File: src/rtl/uart_pkg.sv
// Shared types and constants for the 8N1 UART.
package uart_pkg;

   localparam int unsigned BR_MIN    = 4;
   localparam int unsigned DATA_BITS = 8;
   localparam int unsigned CNT_W     = 25;

   // Status register bit positions
   localparam int unsigned SR_TXBUSY = 0;
   localparam int unsigned SR_TXE    = 1;
   localparam int unsigned SR_TXF    = 2;
   localparam int unsigned SR_RXDONE = 3;
   localparam int unsigned SR_FE     = 4;
   localparam int unsigned SR_OVR    = 5;
   localparam int unsigned SR_RXBUSY = 6;

   typedef enum logic [1:0] {TxIdle, TxStart, TxData, TxStop} tx_state_e;
   typedef enum logic [1:0] {RxIdle, RxStart, RxData, RxStop} rx_state_e;

   // Bit periods below BR_MIN are raised to BR_MIN.
   function automatic logic [CNT_W-1:0] clamp_br(input logic [CNT_W-1:0] br);
      return (br < CNT_W'(BR_MIN)) ? CNT_W'(BR_MIN) : br;
   endfunction

endpackage

File: src/rtl/uart_sync_fifo.sv
// Synchronous FIFO; push while full and pop while empty are ignored.
module uart_sync_fifo #(
   parameter int unsigned Width = 8,
   parameter int unsigned Depth = 8
) (
   input  logic                     clk,
   input  logic                     rst_n,
   input  logic                     push,
   input  logic                     pop,
   input  logic [Width-1:0]         din,
   output logic [Width-1:0]         dout,
   output logic                     full,
   output logic                     empty,
   output logic [$clog2(Depth):0]   count
);
   localparam int unsigned AW = $clog2(Depth);

   logic [Width-1:0] mem_q [Depth];
   logic [AW-1:0]    wr_ptr_q, wr_ptr_d, rd_ptr_q, rd_ptr_d;
   logic [AW:0]      count_q, count_d;
   logic             do_push, do_pop;

   assign full  = (count_q == (AW+1)'(Depth));
   assign empty = (count_q == '0);
   assign count = count_q;
   assign dout  = mem_q[rd_ptr_q];

   // Pointer and occupancy next-state
   always_comb begin
      do_push  = push && !full;
      do_pop   = pop && !empty;
      wr_ptr_d = do_push ? wr_ptr_q + 1'b1 : wr_ptr_q;
      rd_ptr_d = do_pop ? rd_ptr_q + 1'b1 : rd_ptr_q;
      count_d  = count_q;
      if (do_push && !do_pop) begin
         count_d = count_q + 1'b1;
      end else if (do_pop && !do_push) begin
         count_d = count_q - 1'b1;
      end
   end

   // Pointer/count registers with synchronous reset (flushes contents)
   always_ff @(posedge clk) begin
      if (!rst_n) begin
         wr_ptr_q <= '0;
         rd_ptr_q <= '0;
         count_q  <= '0;
      end else begin
         wr_ptr_q <= wr_ptr_d;
         rd_ptr_q <= rd_ptr_d;
         count_q  <= count_d;
      end
   end

   // Storage array, no reset needed
   always_ff @(posedge clk) begin
      if (do_push) begin
         mem_q[wr_ptr_q] <= din;
      end
   end

endmodule

File: src/rtl/uart.sv
// Full-duplex 8N1 UART with an 8-deep TX FIFO and a status register.
module uart
   import uart_pkg::*;
#(
   parameter int unsigned TX_FIFO_DEPTH = 8
) (
   input  logic        clk,
   input  logic        rst_n,
   input  logic [24:0] UART_BR,
   output logic [7:0]  UART_SR,
   input  logic        UART_RX,
   output logic [7:0]  UART_RX_DR,
   input  logic        UART_TX_TE,
   input  logic [7:0]  UART_TX_DR,
   output logic        UART_TX
);
   localparam int unsigned FCW = $clog2(TX_FIFO_DEPTH) + 1;

   logic             te_q, te_rise, fifo_push, fifo_pop, fifo_full, fifo_empty;
   logic [7:0]       fifo_dout;
   logic [FCW-1:0]   fifo_count;
   logic             ovr_q, ovr_d;

   tx_state_e        tx_state_q, tx_state_d;
   logic [CNT_W-1:0] tx_cnt_q, tx_cnt_d, tx_br_q, tx_br_d;
   logic [7:0]       tx_shreg_q, tx_shreg_d;
   logic [2:0]       tx_bit_q, tx_bit_d;
   logic             tx_line_q, tx_line_d;

   rx_state_e        rx_state_q, rx_state_d;
   logic [CNT_W-1:0] rx_cnt_q, rx_cnt_d, rx_br_q, rx_br_d;
   logic [7:0]       rx_shreg_q, rx_shreg_d, rx_dr_q, rx_dr_d;
   logic [2:0]       rx_bit_q, rx_bit_d;
   logic             rx_s1_q, rx_s2_q, rx_s3_q;
   logic             rxdone_q, rxdone_d, fe_q, fe_d;

   assign te_rise   = UART_TX_TE && !te_q;
   assign fifo_push = te_rise && !fifo_full;
   assign ovr_d     = ovr_q | (te_rise & fifo_full);

   uart_sync_fifo #(
      .Width (8),
      .Depth (TX_FIFO_DEPTH)
   ) u_tx_fifo (
      .clk   (clk),
      .rst_n (rst_n),
      .push  (fifo_push),
      .pop   (fifo_pop),
      .din   (UART_TX_DR),
      .dout  (fifo_dout),
      .full  (fifo_full),
      .empty (fifo_empty),
      .count (fifo_count)
   );

   // TX FSM: line value is registered, so it lags the state by one clock
   always_comb begin
      tx_state_d = tx_state_q;
      tx_cnt_d   = tx_cnt_q;
      tx_br_d    = tx_br_q;
      tx_shreg_d = tx_shreg_q;
      tx_bit_d   = tx_bit_q;
      tx_line_d  = 1'b1;
      fifo_pop   = 1'b0;
      unique case (tx_state_q)
         TxIdle: begin
            if (!fifo_empty) begin
               fifo_pop   = 1'b1;
               tx_shreg_d = fifo_dout;
               tx_br_d    = clamp_br(UART_BR);
               tx_cnt_d   = clamp_br(UART_BR) - 1'b1;
               tx_state_d = TxStart;
            end
         end
         TxStart: begin
            tx_line_d = 1'b0;
            if (tx_cnt_q == '0) begin
               tx_cnt_d   = tx_br_q - 1'b1;
               tx_bit_d   = '0;
               tx_state_d = TxData;
            end else begin
               tx_cnt_d = tx_cnt_q - 1'b1;
            end
         end
         TxData: begin
            tx_line_d = tx_shreg_q[0];
            if (tx_cnt_q == '0) begin
               tx_shreg_d = {1'b0, tx_shreg_q[7:1]};
               tx_cnt_d   = tx_br_q - 1'b1;
               if (tx_bit_q == 3'(DATA_BITS - 1)) begin
                  tx_state_d = TxStop;
               end else begin
                  tx_bit_d = tx_bit_q + 1'b1;
               end
            end else begin
               tx_cnt_d = tx_cnt_q - 1'b1;
            end
         end
         TxStop: begin
            if (tx_cnt_q == '0) begin
               // Chain straight into the next frame when data is waiting
               if (!fifo_empty) begin
                  fifo_pop   = 1'b1;
                  tx_shreg_d = fifo_dout;
                  tx_br_d    = clamp_br(UART_BR);
                  tx_cnt_d   = clamp_br(UART_BR) - 1'b1;
                  tx_state_d = TxStart;
               end else begin
                  tx_state_d = TxIdle;
               end
            end else begin
               tx_cnt_d = tx_cnt_q - 1'b1;
            end
         end
      endcase
   end

   // RX FSM: samples the synchronised line at bit centres
   always_comb begin
      rx_state_d = rx_state_q;
      rx_cnt_d   = rx_cnt_q;
      rx_br_d    = rx_br_q;
      rx_shreg_d = rx_shreg_q;
      rx_bit_d   = rx_bit_q;
      rx_dr_d    = rx_dr_q;
      rxdone_d   = 1'b0;
      fe_d       = fe_q;
      unique case (rx_state_q)
         RxIdle: begin
            if (rx_s3_q && !rx_s2_q) begin
               rx_br_d    = clamp_br(UART_BR);
               rx_cnt_d   = (clamp_br(UART_BR) >> 1) - 1'b1;
               rx_state_d = RxStart;
            end
         end
         RxStart: begin
            if (rx_cnt_q == '0) begin
               // A high line at mid start bit is a glitch
               if (rx_s2_q) begin
                  rx_state_d = RxIdle;
               end else begin
                  rx_cnt_d   = rx_br_q - 1'b1;
                  rx_bit_d   = '0;
                  rx_state_d = RxData;
               end
            end else begin
               rx_cnt_d = rx_cnt_q - 1'b1;
            end
         end
         RxData: begin
            if (rx_cnt_q == '0) begin
               rx_shreg_d = {rx_s2_q, rx_shreg_q[7:1]};
               rx_cnt_d   = rx_br_q - 1'b1;
               if (rx_bit_q == 3'(DATA_BITS - 1)) begin
                  rx_state_d = RxStop;
               end else begin
                  rx_bit_d = rx_bit_q + 1'b1;
               end
            end else begin
               rx_cnt_d = rx_cnt_q - 1'b1;
            end
         end
         RxStop: begin
            if (rx_cnt_q == '0) begin
               rx_state_d = RxIdle;
               if (rx_s2_q) begin
                  rx_dr_d  = rx_shreg_q;
                  rxdone_d = 1'b1;
                  fe_d     = 1'b0;
               end else begin
                  fe_d = 1'b1;
               end
            end else begin
               rx_cnt_d = rx_cnt_q - 1'b1;
            end
         end
      endcase
   end

   // TX state, TE edge detector and overrun flag
   always_ff @(posedge clk) begin
      if (!rst_n) begin
         tx_state_q <= TxIdle;
         tx_cnt_q   <= '0;
         tx_br_q    <= CNT_W'(BR_MIN);
         tx_shreg_q <= '0;
         tx_bit_q   <= '0;
         tx_line_q  <= 1'b1;
         te_q       <= 1'b0;
         ovr_q      <= 1'b0;
      end else begin
         tx_state_q <= tx_state_d;
         tx_cnt_q   <= tx_cnt_d;
         tx_br_q    <= tx_br_d;
         tx_shreg_q <= tx_shreg_d;
         tx_bit_q   <= tx_bit_d;
         tx_line_q  <= tx_line_d;
         te_q       <= UART_TX_TE;
         ovr_q      <= ovr_d;
      end
   end

   // RX synchroniser, RX state and receive status
   always_ff @(posedge clk) begin
      if (!rst_n) begin
         rx_s1_q    <= 1'b1;
         rx_s2_q    <= 1'b1;
         rx_s3_q    <= 1'b1;
         rx_state_q <= RxIdle;
         rx_cnt_q   <= '0;
         rx_br_q    <= CNT_W'(BR_MIN);
         rx_shreg_q <= '0;
         rx_bit_q   <= '0;
         rx_dr_q    <= '0;
         rxdone_q   <= 1'b0;
         fe_q       <= 1'b0;
      end else begin
         rx_s1_q    <= UART_RX;
         rx_s2_q    <= rx_s1_q;
         rx_s3_q    <= rx_s2_q;
         rx_state_q <= rx_state_d;
         rx_cnt_q   <= rx_cnt_d;
         rx_br_q    <= rx_br_d;
         rx_shreg_q <= rx_shreg_d;
         rx_bit_q   <= rx_bit_d;
         rx_dr_q    <= rx_dr_d;
         rxdone_q   <= rxdone_d;
         fe_q       <= fe_d;
      end
   end

   // Status register assembly
   always_comb begin
      UART_SR            = '0;
      UART_SR[SR_TXBUSY] = (tx_state_q != TxIdle);
      UART_SR[SR_TXE]    = (fifo_count == '0);
      UART_SR[SR_TXF]    = fifo_full;
      UART_SR[SR_RXDONE] = rxdone_q;
      UART_SR[SR_FE]     = fe_q;
      UART_SR[SR_OVR]    = ovr_q;
      UART_SR[SR_RXBUSY] = (rx_state_q != RxIdle);
   end

   assign UART_TX    = tx_line_q;
   assign UART_RX_DR = rx_dr_q;

endmodule

File: config.mk
export PLATFORM = sky130hd
export DESIGN_NAME = uart
export DESIGN_NICKNAME = d
export VERILOG_FILES = /design/src/rtl/uart_pkg.sv /design/src/rtl/uart_sync_fifo.sv /design/src/rtl/uart.sv
export SDC_FILE = /design/constraint.sdc
export NUM_CORES = 1
export LEC_CHECK = 0
export ABC_AREA = 1
export BUFFER_PORTS_ARGS = -buffer_cell sky130_fd_sc_hd__buf_2
export CORE_AREA = 3 3 177 179
export CTS_BUF_LIST = sky130_fd_sc_hd__clkbuf_8
export DETAILED_ROUTE_END_ITERATION = 8
export DIE_AREA = 0 0 180 182
export GPL_TIMING_DRIVEN = 1
export PLACE_DENSITY_LB_ADDON = 0.15
export SYNTH_ARGS = -nofsm -noshare
export SYNTH_HDL_FRONTEND = slang
export SYNTH_SLANG_ARGS = --single-unit
File: constraint.sdc
create_clock -name clk -period 3.03 [get_ports clk]
set_clock_uncertainty 0.15 [all_clocks]
set_input_delay 0.1515 -clock clk [delete_from_list [all_inputs] [get_ports clk]]
set_output_delay 0.1515 -clock clk [all_outputs]
set_load 0.02 [all_outputs]
# [Word-level counts from Yosys, hierarchy flattened]
# Memory sizes are Yosys's and may differ from the RTL's. A register that Yosys moved wholly into a read port is not among the register bits.
# Index checks and enable logic that the tools add are counted.
[op_classes] n_eq_ne=24 n_addsub=12 n_bitwise=2 n_lt_le_gt_ge=1 n_reduce_logical=38 mux=53
[ops] op="2-to-1 mux 25 bit" count=11
[ops] op="subtractor 25 x 1 -> 25 bit (second input constant)" count=5
[ops] op="one-hot mux 25 bit (4 select lines)" count=1
[ops] op="one-hot mux 25 bit (3 select lines)" count=1
[ops] op="logical NOT 25 bit" count=2
[ops] op="one-hot mux 25 bit (2 select lines)" count=1
[ops] op="inequality test 2 bit (second input constant)" count=14
[ops] op="2-to-1 mux 3 bit" count=9
[ops] op="< comparator 25 x 3 -> 1 bit (second input constant)" count=1
[ops] op="subtractor 24 x 1 -> 25 bit (second input constant)" count=1
[ops] op="2-to-1 mux 8 bit" count=3
[ops] op="one-hot mux 8 bit (3 select lines)" count=1
[ops] op="2-to-1 mux 2 bit" count=11
[ops] op="one-hot mux 2 bit (4 select lines)" count=2
[ops] op="AND reduction 5 bit" count=3
[ops] op="adder 3 x 1 -> 3 bit (second input constant)" count=4
[ops] op="one-hot mux 3 bit (2 select lines)" count=2
[ops] op="AND reduction 3 bit" count=4
[ops] op="nonzero test 2 bit" count=6
[ops] op="== test 2 bit (second input constant)" count=4
[ops] op="2-to-1 mux 4 bit" count=2
[ops] op="AND reduction 2 bit" count=4
[ops] op="logical AND 1 bit" count=7
[ops] op="2-to-1 mux 1 bit" count=7
[ops] op="other kinds (15)" count=24
[word_totals] output_inout_bits=17 elab_cells=153 ff_bits=152 mem_count=1 ram_bits=64 inputBits=37
[memory_table] memory="u_tx_fifo.mem_q" depth=8 width=8 read_ports=1 rd_clocked_by_memory_dff=1 wr=1 line_no="uart_sync_fifo.sv:18" text="logic [Width-1:0] mem_q [Depth];"

# [Logic depth before layout (Yosys ltp)]
# Gate-level depths: netlist of run 1.
[logic_depth] ltp_word=8 mapped_depth=20 depth_no_buf=20

# [Cells and area by module]
# From an unflattened synthesis of run 1, not the netlist that was laid out.
[unflattened] hier_cells=1819 area_unflattened_um2=13254.0
[by_module_without_submodules] mod="uart" area_each_um2=9945.8 cells_per_inst=1507 instances=1 seq_area_each_um2=2842.7
[by_module_without_submodules] mod="uart_sync_fifo" area_each_um2=3308.2 cells_per_inst=312 instances=1 seq_area_each_um2=2182.1

# [Least setup slack after synthesis of run 1]
# OpenSTA, ideal clock, no wires.
[synth_path] path_kind="register -> register" startpoint="register tx_cnt_q[0]" endpoint="register u_tx_fifo.count_q[3], in the netlist u_tx_fifo.count[3]" slack_ns=0.116 setup_time_ns=0.119 path_buffers=0 required_ns=2.761 stages_incl_launch_ff=20 arrival_time_ns=2.645 period_less_slack_ns=2.914 cell_sequence="dfxtp_1 > inv_1 > ha_1 > nand2_4 > nor2_8 > nand4_4 > inv_2 > nand3_1 > o21ai_0 > nand2_1 > ha_1 > inv_1 > ha_1 > and3_1 > a211oi_1 > nor2_1 > nor2_1 > nand2_1 > o21ai_0 > a21oi_1"
[synth_via] elab_chain_cells=7 word_cells_on_any_way=9 classes_between="3 x mux; 6 x reduce/logical"
[synth_lines] element="start: declaration" line_no="uart.sv:25" text="logic [CNT_W-1:0] tx_cnt_q, tx_cnt_d, tx_br_q, tx_br_d;"
[synth_lines] element="start signal: assignment" line_no="uart.sv:193" text="tx_cnt_q <= tx_cnt_d;"
[synth_lines] element="logical NOT 25 bit (*)" line_no="uart.sv:100" text="if (tx_cnt_q == '0) begin"
[synth_lines] element="2-to-1 mux 1 bit (*)" line_no="uart.sv:100"
[synth_lines] element="one-hot mux 1 bit (2 select lines) (*)" line_no="uart.sv:65" text="unique case (tx_state_q)"
[synth_lines] element="logical AND 1 bit (*)" line_no="uart_sync_fifo.sv:31" text="do_pop = pop && !empty;"
[synth_lines] element="logical NOT 1 bit" line_no="uart_sync_fifo.sv:35" text="if (do_push && !do_pop) begin"
[synth_lines] element="logical AND 1 bit" line_no="uart_sync_fifo.sv:35"
[synth_lines] element="2-to-1 mux 4 bit / nonzero test 2 bit (equally long branches)"
[synth_lines] element="end signal: assignment" line_no="uart_sync_fifo.sv:51" text="count_q <= count_d;"
[synth_lines] element="end: declaration" line_no="uart_sync_fifo.sv:20" text="logic [AW:0] count_q, count_d;"
# Mark *: on every way between the ends. The rest lies on a longest branch, timed or not.
# A chain may end at the register's enable or synchronous reset.

# [Worst setup path in the final report of run 1]
[layout_path] startpoint="input port UART_BR[23]" endpoint="register tx_cnt_q[15]"
[layout_via] elab_chain_cells=6
[layout_lines] element="start: declaration" line_no="uart.sv:9" text="input logic [24:0] UART_BR,"
[layout_lines] element="< comparator 25 x 3 -> 1 bit (*)" line_no="uart_pkg.sv:22" text="return (br < CNT_W'(BR_MIN)) ? CNT_W'(BR_MIN) : br;"
[layout_lines] element="2-to-1 mux 25 bit (*)" line_no="uart_pkg.sv:22"
[layout_lines] element="subtractor 25 x 1 -> 25 bit (*)" line_no="uart.sv:71, uart.sv:106"
[layout_lines] element="2-to-1 mux 25 bit (*)" line_no="uart.sv:67, uart.sv:102"
[layout_lines] element="2-to-1 mux 25 bit" line_no="uart.sv:100"
[layout_lines] element="one-hot mux 25 bit (3 select lines) (*)" line_no="uart.sv:65"
# Marks and branches as above.

==> flow_summary.yaml, run 1 <==
outcome:
  status: "complete, no violations"
timing:
  fmax_mhz: 349
  rsz0062_at_grt: "true"
  slew_headroom_pct: 46.1
  period_share_pct: 94.6
  setup_ws_ns: 0.164
  finalHoldViolations: 0
  setup_viol: 0
  worstMarginPinSlew_ns: 0.807
  min_period_ns: 2.87
  slew_viol_final: 0
die:
  die_w_um: 180
  io_pins: 54
  die_area_um2: 32800
  num_rows: 63
  core_um2: 29700
  initial_core_util_pct: 45.2
  die_height_um: 182
synth:
  ys_warn_count: 0
  synth_cells: 1901
  synth_common_cells: "nand2_1, nor2_1, inv_1"
  synth.area.top_cells: "dfxtp_1, edfxtp_1, nand2_1, nor2_1, o21ai_0"
  ys.flop_type: "dfxtp_1"
  netlist.top_cell.by_area: "dfxtp_1"
  syn-cell-area_um2: 13400
  syn_nets: 1965
  ys_ff_latch: 219
  synth_edf_count: 64
  synth_seq_area_share_pct: 37.4
  synth_area_per_cell_um2: 7.07
  yosys.cell_count.top_type: "nand2_1"
  synthArstFlopShare_pct: 0
  synth.top_cell.area_share_pct: 23.1
  ys_types: 60
detailed_routing:
  route.detailed.drc: 0
  firstDrtPassIters: 8
  drtIter0Drc: 1331
  vias: 13200
  ant_nets: 0
  routed_wl_um: 41500
  routedWlPerCell_um: 16.9
  via_per_inst: 5.37
global_routing:
  grt_first_pass_wirelength_um: 66700
  overflow: 0
  grt_pass1_vias: 12700
  grt_usage_pct: 24.7
  grt_start_max_net_pins: 60
  antenna_found_initial: 0
critical_path:
  r2r_end: "u_tx_fifo.count[3]"
  critPathArrivalTime_ns: 3.17
  r2r-start: "tx_cnt_q[1]"
  ff2ff_setup_slack_ns: 0.23
  path_max_fanout: 6
  r2r_cells: 19
  critical_path_class: "in2reg"
  endpoint_kind: "flip-flop"
  crit_required_ns: 3.33
  cp-start-kind: "input pin"
layout:
  stdcell_area_um2: 15700
  antenna_cells: 0
  layoutNonFillerInstCount: 2462
  area_delta_synth_final_pct: 17.2
  fin_nets: 2103
  final_layout_size_suffix_gt1_share_pct: 13.8
clock_network:
  cts_setup_buffers: 0
  cts_made_buffers: 42
  clock_latency_ns: 0.56
  cts_tree: "done"
  h-tree-depth: 2
  cts.clk_slew.worst_paths_ns: 0.06
  clock_path_buffers: 3
  cts.sinks: 219
  root_buffer: "clkbuf_8"
pwr:
  power_density_nw_per_um2: 947
  pwr-share-clk_pct: 21.2
  p_seq_share_pct: 28.1
  swShare_pct: 46.1
  p_sw_mw: 6.87
  vdd_ir_drop_max_mv: 0.625
  power_leakage_nw: 6.86
  p_int_mw: 8.03
  power_frac_comb_pct: 50.8
job:
  maxCapViolCount: 0
hold_path:
  hp-start: "UART_RX"
  min_path_cells: 3
  min_path_type: "in2reg"
  hold_end: "rx_s1_q"
placed_design:
  routabilityCongestion: 1.02
  placed_area_um2: 14400
  hpwl_um: 30300
  place_ws_ns: 0.0189
  port_buffers: 52
  dp_cells: 2345
[routing by layer]
metal  GRT usage, %  wire length, µm  vias up
li1               -                -     6582
met1           34.2            19300     6076
met2           39.9            18400      451
met3           3.06             2460      104
met4           8.82             1370        0
met5              0                0        -
[worst max path at each step]
stage,slack (ns),endpoint,depth (start not counted),startpoint
3_3_place_gp,0.08,u_tx_fifo.count[3],19,tx_cnt_q[0]
3_5_place_dp,0.02,u_tx_fifo.count[3],19,tx_cnt_q[0]
4_1_cts,0.03,u_tx_fifo.count[3],19,tx_cnt_q[0]
5_1_grt,-0.06,u_tx_fifo.count[3],20,tx_cnt_q[22]
2_1_floorplan,0.12,u_tx_fifo.count[3],19,tx_cnt_q[0]
6_report,0.16,tx_cnt_q[15],20,UART_BR[23]
[area by class of cell]
type	count	area, µm²
fill	2911	14000
multi-input combinational	1388	7260
sequential	219	5020
timing repair buffer	166	1220
inverter	222	836
clock buffer	49	674
tap	390	488
clock inverter	28	240
[flip-flops by register name (all words and copies together), names as in the netlist, 4 cells and up, named ones only]
signal           cells
UART_RX_DR           8
rx_br_q             25
rx_cnt_q            25
rx_shreg_q           8
tx_br_q             25
tx_cnt_q            25
tx_shreg_q           8
u_tx_fifo.count      4
u_tx_fifo.mem_q     64
[worst max-delay path: stages]
cell and delay [ns]:
dlygate4sd3_1 0.57, buf_2 0.15, nor2_1 0.15, nand2_1 0.11, nor2_1 0.21, nand3_4 0.16
nand2_2 0.10, ha_1 0.16, nand2_1 0.12, nor2_4 0.16, inv_2 0.08, nor2_4 0.14
inv_1 0.09, nor2_2 0.16, nand3_2 0.10, nand3_2 0.12, nand2_2 0.06, nor2_1 0.08
o21ai_1 0.06, a21oi_1 0.21
[layout by cell type, fill, tap and decap left out, types with 18 or more instances in the layout]
| cell | instances |
|---|---|
| nor3_1 | 19 |
| buf_4 | 75 |
| dlygate4sd3_1 | 40 |
| nor2_2 | 20 |
| nand4_1 | 18 |
| xor2_1 | 65 |
| edfxtp_1 | 64 |
| nor2_1 | 258 |
| ha_1 | 23 |
| inv_2 | 20 |
| a21oi_1 | 155 |
| buf_2 | 51 |
| clkbuf_8 | 49 |
| nand3_1 | 140 |
| nand2_1 | 346 |
| o21ai_1 | 34 |
| dfxtp_1 | 155 |
| o21ai_0 | 170 |
| inv_1 | 211 |
[timing repair]
| item | in CTS | in global routing |
|---|---|---|
| hold buffers | 40 | 0 |
| endpoints found under the setup margin | 0 | 2 |
| hold endpoints to repair | 152 | 0 |
| resized for setup | 0 | 9 |
[power groups by stage]
stage                     sequential, mW  clock, mW  combinational (mW)
after global routing                4.26       3.36                8.45
after global placement              4.20          0                7.29
after floorplan                     4.12          0                5.42
after CTS                           4.16       3.24                7.43
final                               4.18       3.15                7.57
after detailed placement            4.22          0                7.34
[stage by stage]
stage	hold slack (ns)	setup TNS (ns)	power (mW)	utilization, %
floorplan	0.0950	0	9.54	-
global placement	0.192	0	11.5	48.4
detailed placement	0.192	0	11.6	48.4
CTS	0.126	0	14.8	52.9
global route	0.142	-0.0607	16.1	53.0
finish	0.170	0	14.9	53.0
[kinds of logic (layout without fill, tap and decap cells)]
logic type | count (synthesis) | in the layout | synth area share (%)
flip-flops | 219 | 219 | 37.4
XOR/XNOR | 75 | 75 | 4.89
buffers and inverters | 294 | 465 | 8.85
multiplexers | 2 | 2 | 0.149
other | 1 | 1 | 0.0279
AND/OR/NAND/NOR | 859 | 859 | 28.7
adder cells (fa/ha/maj) | 27 | 27 | 2.57
AO/OA/AOI/OAI | 424 | 424 | 17.4
Power figures use the tool's default switching activity.
==> run 2, diff against run 1 <==
- CTS_BUF_LIST: sky130_fd_sc_hd__clkbuf_8 -> not set
- REMOVE_ABC_BUFFERS: not set -> 1
==> run 2 against run 1 <==
  * Worst hold slack worse by 0.14 ns
  * Sequential share of layout area increased by 0.12 points
  * Utilization fell by 0.19 points
  * Critical path type is now reg2reg
  * Die area unchanged
  * Clock power decreased by 1%
  * Sequential power is essentially flat
  * Clock-buffer cell count decreased by 15
  * Highest routed layer is now met5
  * First-iteration DRC count is 25% lower
  * Combinational power increased by 2.8%
  * Flip-flop and latch count did not move
==> flow_summary.yaml, run 2 (same netlist as run 1, synthesis figures left out) <==
placed_design:
  routabilityCongestion: 0.953
  hpwl_um: 30800
  port_buffers: 52
global_routing:
  grt_first_pass_wirelength_um: 66400
  grt_usage_pct: 24.8
  antenna_found_initial: 2
  grt_pass1_vias: 12200
  overflow: 0
  grt_start_max_net_pins: 58
die:
  die_w_um: 180
  die_area_um2: 32800
  core_um2: 29700
  initial_core_util_pct: 45.2
  num_rows: 63
  die_height_um: 182
  io_pins: 54
timing:
  min_period_ns: 2.82
  rsz0062_at_grt: "true"
  fmax_mhz: 355
  setup_viol: 0
  worstMarginPinSlew_ns: 1.07
  tns_ns: 0
  finalHoldViolations: 0
  period_share_pct: 93.0
  slew_viol_final: 0
  slew_headroom_pct: 28.6
detailed_routing:
  vias: 12900
  drtIter0Drc: 1003
  ant_nets: 0
  firstDrtPassIters: 5
  route.detailed.drc: 0
  routed_wl_um: 41800
  routedWlPerCell_um: 17.2
  via_per_inst: 5.31
clock_network:
  h-tree-depth: 1
  cts.sinks: 219
  root_buffer: "clkbuf_16"
  clock_latency_ns: 0.55
  cts.clk_slew.worst_paths_ns: 0.07
  cts_made_buffers: 26
  cts_tree: "done"
  clock_path_buffers: 3
critical_path:
  cp_slowest_cell: "dfxtp_1"
  critPathArrivalTime_ns: 3.09
  max_stage_delay_ns: 0.34
  endpoint_kind: "flip-flop"
  critical_path_class: "reg2reg"
  crit_chain: "inv_2, nand2_1, nor2_2, nand2_1, inv_2, nand4_4, inv_2, nand3_1, o21ai_1, nand2_1, ha_2, inv_2, ha_1, and3_1, a211oi_2, nor2_1, nor2_1, nand2_2, o21ai_2, a21oi_1"
  path_max_fanout: 3
  path_common_cell: "inv_2"
  crit_required_ns: 3.31
  cp-start-kind: "flip-flop"
layout:
  area_delta_synth_final_pct: 16.7
  final_layout_size_suffix_gt1_share_pct: 13.9
  final_cell_mix: "nand2_1, nor2_1, inv_1"
  final_common_cell: "nand2_1"
  largest_reg_flops: 64
  fin_nets: 2082
  fillers: 2829
  regMostFlops: "u_tx_fifo.mem_q"
pwr:
  power_mw: 15.1
  vdd_ir_drop_max_mv: 0.704
  power_leakage_nw: 6.71
  power_density_nw_per_um2: 962
hold_path:
  min_path_type: "in2reg"
outcome:
  status: "complete, no violations"
job:
  maxCapViolCount: 0
run 2: report_power, final:
part           internal (mW)  switching, mW  leakage (nW)
Sequential              3.63          0.569          1.85
Clock                   1.80           1.31         0.394
Combinational           2.71           5.06          4.46
run 2: routing by layer:
metal	up-vias	part of all wire (%)	GRT usage, %
met5	-	0.017	0
met4	2	2.0	5.69
met3	72	5.9	3.10
met2	371	45	40.6
met1	5900	47	35.0
li1	6553	-	-
run 2: final timing paths:
kind	start	slack, ns	cells past startpoint	to
max	tx_cnt_q[10]	0.21	20	u_tx_fifo.count[3]
min	rst_n	0.03	3	te_q
min reg2reg	rx_s1_q	0.26	1	rx_s2_q
max reg2reg	tx_cnt_q[10]	0.21	20	u_tx_fifo.count[3]
run 2: stage by stage:
step | hold WS (ns) | cell area [µm²] | setup slack [ns] | util (%) | std cells
final | 0.0305 | 15700 | 0.213 | 52.8 | 2429
after global routing | 0.0272 | 15700 | -0.0129 | 52.8 | 2429
after CTS | 0.0132 | 15600 | 0.0408 | 52.3 | 2424
after floorplan | 0.0711 | 13100 | -0.756 | - | 1829
after global placement | 0.186 | 14400 | 0.118 | 48.4 | 2342
after detailed placement | 0.193 | 14400 | 0.0569 | 48.4 | 2342
run 2: final cells by class:
type	count	area [µm²]	share of cell area [%]
multi-input combinational	1388	7320	46.7
sequential	219	5030	32.0
inverter	222	836	5.33
clock inverter	14	140	0.893
antenna	1	2.50	0.0160
clock buffer	34	701	4.47
timing repair buffer	161	1170	7.44
tap	390	488	3.11
run 2: timing repair:
item,CTS,global route
gates resized for setup,0,33
hold buffers,34,0
endpoints found under the hold margin,121,0
setup buffers,0,4
endpoints found under the setup margin,0,11
run 2: worst max-delay path: cells and delay by family (launching register included):
family / cells / cell delay (ns)
flip-flops: 1 / 0.34
adder cells (fa/ha/maj): 2 / 0.44
AO/OA/AOI/OAI: 4 / 0.44
AND/OR/NAND/NOR: 10 / 0.97
buffers and inverters: 4 / 0.34
==> run 3, diff against run 2 <==
- BUFFER_PORTS_ARGS: -buffer_cell sky130_fd_sc_hd__buf_2 -> not set
- DONT_BUFFER_PORTS: not set -> 1
- clock period: 3.03 -> 3.1 ns (I/O delays scaled with it)
==> run 3 against run 2 <==
  * Utilization shrank 0.70 points
  * Die area unchanged
  * Sequential power decreased by 2%
  * Combinational power fell by 3.1%
  * Total power shrank 2.2%
  * Sequential share of layout area increased by 0.46 points
  * Clock power barely moved
  * Routed wire length down 1.8%
  * Largest power group unchanged
==> flow_summary.yaml, run 3 (same netlist as run 1, synthesis figures left out) <==
detailed_routing:
  routedWlPerCell_um: 17.3
  routed_wl_um: 41100
  route.detailed.drc: 0
  firstDrtPassIters: 6
  vias: 12800
  drtIter0Drc: 1161
  via_per_inst: 5.37
  ant_nets: 0
timing:
  slew_headroom_pct: 46.3
  timing.hold.ws_ns: 0.0146
  finalHoldViolations: 0
  rsz0062_at_grt: "false"
  period_share_pct: 94.4
  tns_ns: 0
  fmax_mhz: 342
  slew_viol_final: 0
  worstMarginPinSlew_ns: 0.805
  min_period_ns: 2.93
  setup_viol: 0
  setup_ws_ns: 0.175
critical_path:
  critical_path_class: "reg2reg"
  path_common_cell: "inv_2"
  endpoint_kind: "flip-flop"
  cp_slowest_cell: "dlygate4sd3_1"
  max_stage_delay_ns: 0.57
  crit_required_ns: 3.38
  path_max_fanout: 20
  cp-start-kind: "flip-flop"
  critPathArrivalTime_ns: 3.20
  crit_chain: "nor2_4, inv_1, nor2_2, nand2_1, inv_2, nand4_4, inv_2, buf_4, nor2_1, inv_2, nand3_2, buf_4, nand2_1, o211ai_1, dlygate4sd3_1"
clock_network:
  clock_path_buffers: 3
  clock_latency_ns: 0.54
  cts_made_buffers: 26
  cts.sinks: 219
  root_buffer: "clkbuf_16"
  cts_tree: "done"
  cts.clk_slew.worst_paths_ns: 0.06
  h-tree-depth: 1
layout:
  regMostFlops: "u_tx_fifo.mem_q"
  final_common_cell: "nand2_1"
  layoutNonFillerInstCount: 2377
  fin_nets: 2028
  area_delta_synth_final_pct: 15.2
  largest_reg_flops: 64
  final_layout_size_suffix_gt1_share_pct: 11.4
  final_cell_mix: "nand2_1, nor2_1, inv_1"
pwr:
  p_int_mw: 8.01
  p_seq_share_pct: 27.9
  p_sw_mw: 6.75
  swShare_pct: 45.7
  vdd_ir_drop_max_mv: 0.598
  pwr-share-clk_pct: 20.9
  power_density_nw_per_um2: 954
  power_frac_comb_pct: 51.1
  power_mw: 14.8
  power_leakage_nw: 6.50
die:
  initial_core_util_pct: 45.2
  core_um2: 29700
  die_area_um2: 32800
  io_pins: 54
  die_w_um: 180
  num_rows: 63
  die_height_um: 182
hold_path:
  min_path_type: "in2reg"
placed_design:
  place_ws_ns: 0.0582
  hpwl_um: 29900
  port_buffers: 0
  routabilityCongestion: 0.948
  dp_cells: 2274
global_routing:
  antenna_found_initial: 3
  grt_usage_pct: 24.2
  overflow: 0
  grt_pass1_vias: 11900
  grt_start_max_net_pins: 108
  grt_first_pass_wirelength_um: 64900
outcome:
  status: "complete, no violations"
job:
  maxCapViolCount: 0
## run 3: cell types whose count changed in the layout (fill, tap and decap cells not counted), moves of 3 or more
| cell | change |
|---|---|
| dlygate4sd3_1 | +9 |
| buf_2 | -51 |
| inv_2 | +4 |
| nor2_1 | +3 |
| inv_1 | -5 |
| clkinv_2 | +3 |
| clkbuf_1 | -4 |
| buf_4 | -13 |
## run 3: layer usage
metal	wire length [µm]	up-vias	global-route usage, %
met3	2730	92	3.99
li1	-	6425	-
met5	0	-	0
met4	1250	0	7.67
met1	19000	5828	34.3
met2	18000	423	37.9
## run 3: path summary, 6_finish.rpt
path / from / endpoint / cells after the start / slack, ns
hold reg to reg: rx_s1_q / rx_s2_q / 1 / 0.27
setup reg to reg: tx_cnt_q[9] / tx_br_q[2] / 15 / 0.17
setup / recovery: tx_cnt_q[9] / tx_br_q[2] / 15 / 0.17
hold / removal: UART_BR[9] / tx_cnt_q[9] / 7 / 0.01
## run 3: critical path, delay by kind of cell, from the launching register on
family / cells / cell delay, ns
AO/OA/AOI/OAI: 1 / 0.07
AND/OR/NAND/NOR: 7 / 0.81
flip-flops: 1 / 0.36
buffers and inverters: 7 / 1.39
## run 3: what timing repair did
item	in CTS	in global routing
buffers inserted	0	8
setup endpoints to repair	0	5
hold buffers	44	0
endpoints found under the hold margin	204	0
gates resized for setup	0	35
## run 3: layout make-up
class,instances,area (µm²)
Tap cell,390,488
Clock buffer,30,686
Clock inverter,18,186
Sequential cell,219,5030
Timing Repair Buffer,107,931
Antenna cell,3,7.51
Fill cell,2906,14200
Multi-Input combinational cell,1388,7310
Inverter,222,838
## run 3: metrics by stage
stage               cell area (µm²)  utilization [%]
floorplan                     13100                -
global placement              14000             47.1
detailed placement            14000             47.1
CTS                           15300             51.5
global route                  15500             52.1
finish                        15500             52.1
## run 3: power by group through the flow
stage / Combinational, mW / Sequential (mW) / Clock, mW
after global placement: 7.06 / 4.12 / 0
after CTS: 7.24 / 4.08 / 3.16
after global routing: 8.43 / 4.21 / 3.29
after detailed placement: 7.07 / 4.14 / 0
final: 7.54 / 4.12 / 3.09
after floorplan: 5.01 / 4.06 / 0
